===== src/rtl/tr_fifo_pkg.sv =====
// Shared constants and elaboration-time helpers for the temporary-register FIFO.
// Holds the pointer width calculation and the DEPTH legality rule.
package tr_fifo_pkg;

  // Width of a read/write pointer for a buffer of the given depth.
  function automatic int ptr_width(input int depth);
    return $clog2(depth);
  endfunction

  // DEPTH must be a power of two between 2 and 16 inclusive.
  function automatic bit depth_legal(input int depth);
    return (depth >= 32'sd2) && (depth <= 32'sd16) &&
           ((depth & (depth - 32'sd1)) == 32'sd0);
  endfunction

  // WIDTH must lie between 8 and 32 bits inclusive.
  function automatic bit width_legal(input int width);
    return (width >= 32'sd8) && (width <= 32'sd32);
  endfunction

endpackage


===== src/rtl/tr_fifo.sv =====
// First-word-fall-through FIFO used as the CPU temporary-register buffer,
// with sticky overflow/underflow flags and a synchronous flush.
module tr_fifo
  import tr_fifo_pkg::*;
#(
  parameter int WIDTH = 8,
  parameter int DEPTH = 4
) (
  input  logic                       clk,
  input  logic                       rst,
  input  logic [WIDTH-1:0]           din,
  input  logic                       trload,
  input  logic                       trread,
  input  logic                       clr,
  output logic [WIDTH-1:0]           dout,
  output logic                       empty,
  output logic                       full,
  output logic [ptr_width(DEPTH):0]  count,
  output logic                       ovf,
  output logic                       udf
);

  localparam int PW = ptr_width(DEPTH);
  localparam logic [PW:0] CNT_FULL = (PW+1)'(DEPTH);
  localparam logic [PW:0] CNT_ONE  = (PW+1)'(1);
  localparam logic [PW-1:0] PTR_ONE = PW'(1);

  generate
    if (!depth_legal(DEPTH) || !width_legal(WIDTH)) begin : g_bad_params
      $error("tr_fifo: illegal WIDTH/DEPTH parameters");
    end
  endgenerate

  logic [WIDTH-1:0] mem_r [DEPTH];
  logic [PW-1:0]    wptr_r;
  logic [PW-1:0]    rptr_r;
  logic [PW:0]      count_r;
  logic             ovf_r;
  logic             udf_r;
  logic             empty_s;
  logic             full_s;
  logic             push_ok_s;
  logic             pop_ok_s;

  assign empty_s = (count_r == {(PW+1){1'b0}});
  assign full_s  = (count_r == CNT_FULL);

  // A pop frees a slot for a same-cycle push, so push may proceed while full.
  always_comb begin
    pop_ok_s  = trread && !empty_s;
    push_ok_s = trload && (!full_s || pop_ok_s);
  end

  // Pointer, count, flag and storage update; rst outranks clr outranks traffic.
  always_ff @(posedge clk) begin
    if (rst) begin
      wptr_r  <= '0;
      rptr_r  <= '0;
      count_r <= '0;
      ovf_r   <= 1'b0;
      udf_r   <= 1'b0;
      for (int i = 0; i < DEPTH; i++) begin
        mem_r[i] <= '0;
      end
    end else if (clr) begin
      wptr_r  <= '0;
      rptr_r  <= '0;
      count_r <= '0;
      ovf_r   <= 1'b0;
      udf_r   <= 1'b0;
    end else begin
      if (push_ok_s) begin
        mem_r[wptr_r] <= din;
        wptr_r        <= wptr_r + PTR_ONE;
      end
      if (pop_ok_s) begin
        rptr_r <= rptr_r + PTR_ONE;
      end
      case ({push_ok_s, pop_ok_s})
        2'b10:   count_r <= count_r + CNT_ONE;
        2'b01:   count_r <= count_r - CNT_ONE;
        default: count_r <= count_r;
      endcase
      if (trload && full_s && !pop_ok_s) begin
        ovf_r <= 1'b1;
      end
      if (trread && empty_s) begin
        udf_r <= 1'b1;
      end
    end
  end

  // Head entry falls through; stale storage is masked while empty.
  always_comb begin
    dout = '0;
    if (empty_s) begin
      dout = '0;
    end else begin
      dout = mem_r[rptr_r];
    end
  end

  assign empty = empty_s;
  assign full  = full_s;
  assign count = count_r;
  assign ovf   = ovf_r;
  assign udf   = udf_r;

endmodule


===== config.mk =====
export PLATFORM = sky130hd
export DESIGN_NAME = tr_fifo
export DESIGN_NICKNAME = d
export VERILOG_FILES = /design/src/rtl/tr_fifo_pkg.sv /design/src/rtl/tr_fifo.sv
export SDC_FILE = /design/constraint.sdc
export NUM_CORES = 1
export LEC_CHECK = 0
export ABC_AREA = 0
export BUFFER_PORTS_ARGS = -buffer_cell sky130_fd_sc_hd__buf_2
export CAP_MARGIN = 20
export CORE_MARGIN = 3
export CORE_UTILIZATION = 56
export DETAILED_ROUTE_END_ITERATION = 10
export GPL_ROUTABILITY_DRIVEN = 1
export GPL_TIMING_DRIVEN = 1
export PLACE_DENSITY = 0.74
export SLEW_MARGIN = 10
export SYNTH_ARGS = -nofsm -noshare
export SYNTH_HDL_FRONTEND = slang
export SYNTH_SLANG_ARGS = --single-unit

===== constraint.sdc =====
create_clock -name clk -period 2.8 [get_ports clk]
set_input_delay 0.56 -clock clk [delete_from_list [all_inputs] [get_ports clk]]
set_output_delay 0.56 -clock clk [all_outputs]
set_load 0.1 [all_outputs]

* Word-level counts from Yosys, hierarchy flattened
Memories as Yosys holds them, arrays and structs flattened. A register that Yosys moved wholly into a read port is not among the register bits.
Index checks and enable logic that the tools add are counted.
** Word-level totals
- Bits of input ports :: 13
- Memories kept :: 1
- Memory bits (writable) :: 32
- Output and inout bits :: 15
- Word-level logic and storage cells :: 39
- Register bits :: 9
** Cells by class
- Reduce and logical (&&, ||, !) cells :: 13
- Equality and inequality tests :: 3
- Add/subtract/negate cells :: 4
- Muxes and demuxes :: 13
** Memories
- mem_r :: depth 4, bits a word 8, read ports 1, clocked after memory_dff 1, write ports 4, line tr_fifo.sv:34 : logic [WIDTH-1:0] mem_r [DEPTH];
** Operators with widths (number)
- 2-to-1 mux 8 bit :: 2
- OR reduction 8 bit :: 1
- 2-to-1 mux 1 bit :: 7
- 2-to-1 mux 2 bit :: 3
- case mux 3 bit (2 select lines) :: 1
- logical AND 1 bit :: 5
- adder 2 x 1 -> 2 bit, second input constant :: 2
- adder 3 x 1 -> 3 bit, second input constant :: 1
- == test 3 bit, second input constant :: 1
- logical NOT 1 bit :: 3
- logical NOT 3 bit :: 1
- subtractor 3 x 1 -> 3 bit, second input constant :: 1
- == test 2 x 1 -> 1 bit, second input constant :: 1
- == test 2 bit, second input constant :: 1
- nonzero test 2 bit :: 1
- OR reduction 2 bit :: 1
- logical OR 1 bit :: 1

* Longest topological paths before layout
- Word-level depth :: 11
- Depth in mapped cells :: 9

* Least setup slack after synthesis
Ideal clock, no wire load.
- Path type :: reg2out
- Start :: reg count_r[1] (netlist: count[1])
- End :: out dout[0]
- Data arrival time :: 2.267 ns
- Path slack :: -0.027 ns
- Data required time :: 2.240 ns
- Stages on the path, launching flop included :: 4
- Buffers on the path :: 1
- Cell sequence :: dfxtp_1 > or3_1 > clkbuf_1 > and2_1
** Between the ends
- Word-level cells in the longest chain between the ends :: 2
** RTL lines
- start: declaration :: line tr_fifo.sv:37 : logic [PW:0] count_r;
- start signal: assignment :: line tr_fifo.sv:80 : 2'b10: count_r <= count_r + CNT_ONE;
- start signal: assignment :: line tr_fifo.sv:81 : 2'b01: count_r <= count_r - CNT_ONE;
- start signal: assignment :: line tr_fifo.sv:82 : default: count_r <= count_r;
- logical NOT 3 bit :: line tr_fifo.sv:45 : assign empty_s = (count_r == {(PW+1){1'b0}});
- 2-to-1 mux 8 bit :: line tr_fifo.sv:96 : if (empty_s) begin
- end: declaration :: line tr_fifo.sv:15 : output logic [WIDTH-1:0] dout,
No other way between the ends.

* Worst setup path in the final report
- Start :: reg count_r[1] (netlist: count[1])
- End :: out empty
** Between the ends
- Word-level cells in the longest chain between the ends :: 1
** RTL lines
- logical NOT 3 bit :: line tr_fifo.sv:45
- end: declaration :: line tr_fifo.sv:16 : output logic empty,
No other way between the ends.

==> out/metrics.json <==
{
  "outcome": {
    "outcome": "completed"
  },
  "pwr": {
    "clkPwrFrac_pct": 29.5,
    "share_comb_of_total_power_pct": 12.1,
    "ir_worst_vdd_v": 0.000358,
    "cell_internal_power_uw": 930,
    "netSwitchingPower_uw": 306,
    "leakagePower_uw": 0.000887,
    "p_sw_share_pct": 24.8,
    "seq_power_share_pct": 58.3,
    "power_per_cell_area_nw_per_um2": 527
  },
  "yosys": {
    "syn_avg_cell_area_um2": 13.1,
    "ys_warn_count": 0,
    "synth_cell_types": 35,
    "ys_seq_elements": 43,
    "mappedNetlistNets": 172,
    "netlist_area_um2": 2070,
    "seq_area_frac_synth_pct": 57.1,
    "synth_ff_type": "sky130_fd_sc_hd__edfxtp_1",
    "yosys.area.top_type_share_pct": 46.5,
    "post_synthesis_instance_total": 158,
    "synth.largest_area_cell": "sky130_fd_sc_hd__edfxtp_1",
    "synth.area.top_cells": "sky130_fd_sc_hd__edfxtp_1 46%, sky130_fd_sc_hd__and2_1 12%, sky130_fd_sc_hd__dfxtp_1 11%",
    "asyncSetResetFlopFracSynth_pct": 0,
    "number_of_synthesized_flops_with_an_enable_pin": 32
  },
  "floorplanning": {
    "design.die.area_um2": 4460,
    "core_area_um2": 3440,
    "fp.dieH_um": 66.8,
    "floorplan.initialDensity_pct": 60.1,
    "core.rowCount": 21,
    "design.portCount": 28,
    "fp.dieW_um": 66.8
  },
  "grt": {
    "first_global_vias": 1295,
    "grt_pass1_wl_um": 6280,
    "grt_max_degree": 15,
    "grt-ovfl-total": 0,
    "grt_antenna_before_repair": 0,
    "grt_usage_pct": 20.3
  },
  "placed_design": {
    "numPortBuffers": 27,
    "place_hpwl_um": 2780,
    "placed_cells_incl_taps": 229,
    "routabilityCongestion": 0.832,
    "detailed_place.area_um2": 2260
  },
  "clock_tree": {
    "clock_path_buffers": 2,
    "numClockSinks": 43,
    "number_of_resized_instances_in_the_post_cts_repair_step": 0,
    "cts_hold_buffers": 0,
    "latest_clock_arrival_within_the_worst_skew_pair_ns": 0.29,
    "tritoncts": "yes",
    "clk_transition_reported_paths_ns": 0.07,
    "post_cts_setup_repair_bufs": 0,
    "cts_inserted_buffers": 5,
    "htree_num_levels": 2,
    "clock_tree.root_cell": "sky130_fd_sc_hd__clkbuf_8"
  },
  "timing": {
    "max_clock_freq_mhz": 421,
    "period_share_pct": 84.9,
    "hold_viol_final": 0,
    "finalSetupViolCount": 0,
    "worst_slew_margin_rel_pct": 64.7,
    "setup_tns_ns": 0,
    "min_clock_period_post_route_ns": 2.38,
    "final-max-slew-violation-count": 0,
    "rsz_0062_raised_after_global_routing": "false",
    "worst-slew-pin-transition_ns": 0.527,
    "post_route_clock_skew_ns": 0.00283
  },
  "final_layout": {
    "layout_commonest_cell": "sky130_fd_sc_hd__and2_1",
    "post-route-util_pct": 68.2,
    "finalNetCount": 204,
    "layoutNonFillerInstCount": 237,
    "drive_above_1_share_pct": 29.8,
    "register_area_um2": 1180,
    "fillers": 261,
    "design_area_um2": 2350,
    "area_delta_synth_final_pct": 13.5,
    "layout_common_cells": "41 x sky130_fd_sc_hd__and2_1, 32 x sky130_fd_sc_hd__edfxtp_1, 27 x sky130_fd_sc_hd__buf_2",
    "num_antenna_cells": 0,
    "multiInputGateArea_um2": 826
  },
  "setup_path": {
    "critical-path-slowest-cell": "sky130_fd_sc_hd__or3_1",
    "crit_fanout": 11,
    "crit_chain": "or3_1 > inv_1 > buf_2",
    "crit_type": "reg2out",
    "critPathMaxStageDelay_ns": 0.56,
    "crit_required_ns": 2.24,
    "timing.critical_path.from_type": "flop",
    "cp_data_arrival_time_ns": 1.82,
    "critPathCaptureType": "output pin"
  },
  "drt": {
    "wl_per_cell_um": 16.6,
    "firstDrtPassIters": 4,
    "drc": 0,
    "vias_per_cell": 5.57,
    "via_count": 1320,
    "drtIter0Drc": 78,
    "finalWirelength_um": 3930,
    "antenna_left": 0
  },
  "worst_hold_path": {
    "holdCritPathClass": "reg2reg"
  },
  "job": {
    "number_of_maximum_capacitance_constraint_violations": 0
  }
}
-- sequential cells by signal, indices dropped and copies added, names as in the netlist, named ones only --
name    cells
mem_r      32
count       3
rptr_r      2
wptr_r      2
ovf         1
udf         1
-- cell families after synthesis --
logic type,synth area share (%)
simple gates,23.1
fa+ha+maj,0.969
compound gates,4.60
mux,8.72
flops,57.1
buf+inv,2.91
xor+xnor,2.54
-- synthesized netlist by cell type (2+ instances only) --
cell	count
sky130_fd_sc_hd__a21oi_1	3
sky130_fd_sc_hd__and2_1	41
sky130_fd_sc_hd__buf_2	3
sky130_fd_sc_hd__clkbuf_1	3
sky130_fd_sc_hd__dfxtp_1	11
sky130_fd_sc_hd__edfxtp_1	32
sky130_fd_sc_hd__inv_1	7
sky130_fd_sc_hd__mux4_2	8
sky130_fd_sc_hd__nand2_1	4
sky130_fd_sc_hd__nand2b_1	2
sky130_fd_sc_hd__nand3_1	2
sky130_fd_sc_hd__nor2_1	10
sky130_fd_sc_hd__nor4_4	2
sky130_fd_sc_hd__o21ai_0	3
sky130_fd_sc_hd__o41ai_1	2
sky130_fd_sc_hd__or2_2	2
sky130_fd_sc_hd__xnor2_1	5
-- cell type report --
cell class                      count  share of cell area, %
Multi-Input combinational cell    101                   35.2
Timing Repair Buffer               32                   7.36
Clock buffer                        7                   3.25
Inverter                            7                   1.12
Tap cell                           46                   2.45
Sequential cell                    43                   50.4
Clock inverter                      1                  0.213
-- metrics by stage --
stage	hold slack (ns)	power [uW]	setup WS (ns)
after floorplan	0.485	845	0.00272
after global placement	0.447	880	0.523
after detailed placement	0.481	887	0.430
after CTS	0.498	1250	0.411
after global routing	0.539	1290	0.351
final	0.498	1240	0.423
-- worst paths after layout --
kind / from / to / slack (ns) / cells after the start
min: ovf$_SDFFE_PP0P_ / ovf$_SDFFE_PP0P_ / 0.50 / 2
max reg2reg: count[2]$_SDFFE_PP0P_ / count[2]$_SDFFE_PP0P_ / 0.54 / 6
min reg2reg: ovf$_SDFFE_PP0P_ / ovf$_SDFFE_PP0P_ / 0.50 / 2
max: count[1]$_SDFFE_PP0P_ / empty / 0.42 / 3
-- worst max-delay path, delay by kind of cell (launching register included) --
family,cells,cell delay [ns]
buffers and inverters,2,0.60
AND/OR/NAND/NOR,1,0.56
flip-flops,1,0.37
-- per-layer routing --
| metal | vias up | global-route usage [%] | part of all wire [%] |
|---|---|---|---|
| li1 | 630 | - | - |
| met1 | 659 | 25.3 | 42 |
| met2 | 27 | 33.4 | 52 |
| met3 | 4 | 6.41 | 4.4 |
| met4 | 0 | 6.85 | 1.3 |
| met5 | - | 0 | 0 |
-- power groups by stage --
| stage | clock network [uW] | logic, uW | registers [uW] |
|---|---|---|---|
| global placement | 0 | 146 | 734 |
| detailed placement | 0 | 151 | 736 |
| floorplan | 0 | 98.6 | 746 |
| CTS | 375 | 151 | 722 |
| global route | 410 | 160 | 724 |
| finish | 365 | 150 | 722 |
No activity file was read; power rests on OpenSTA's default activity.
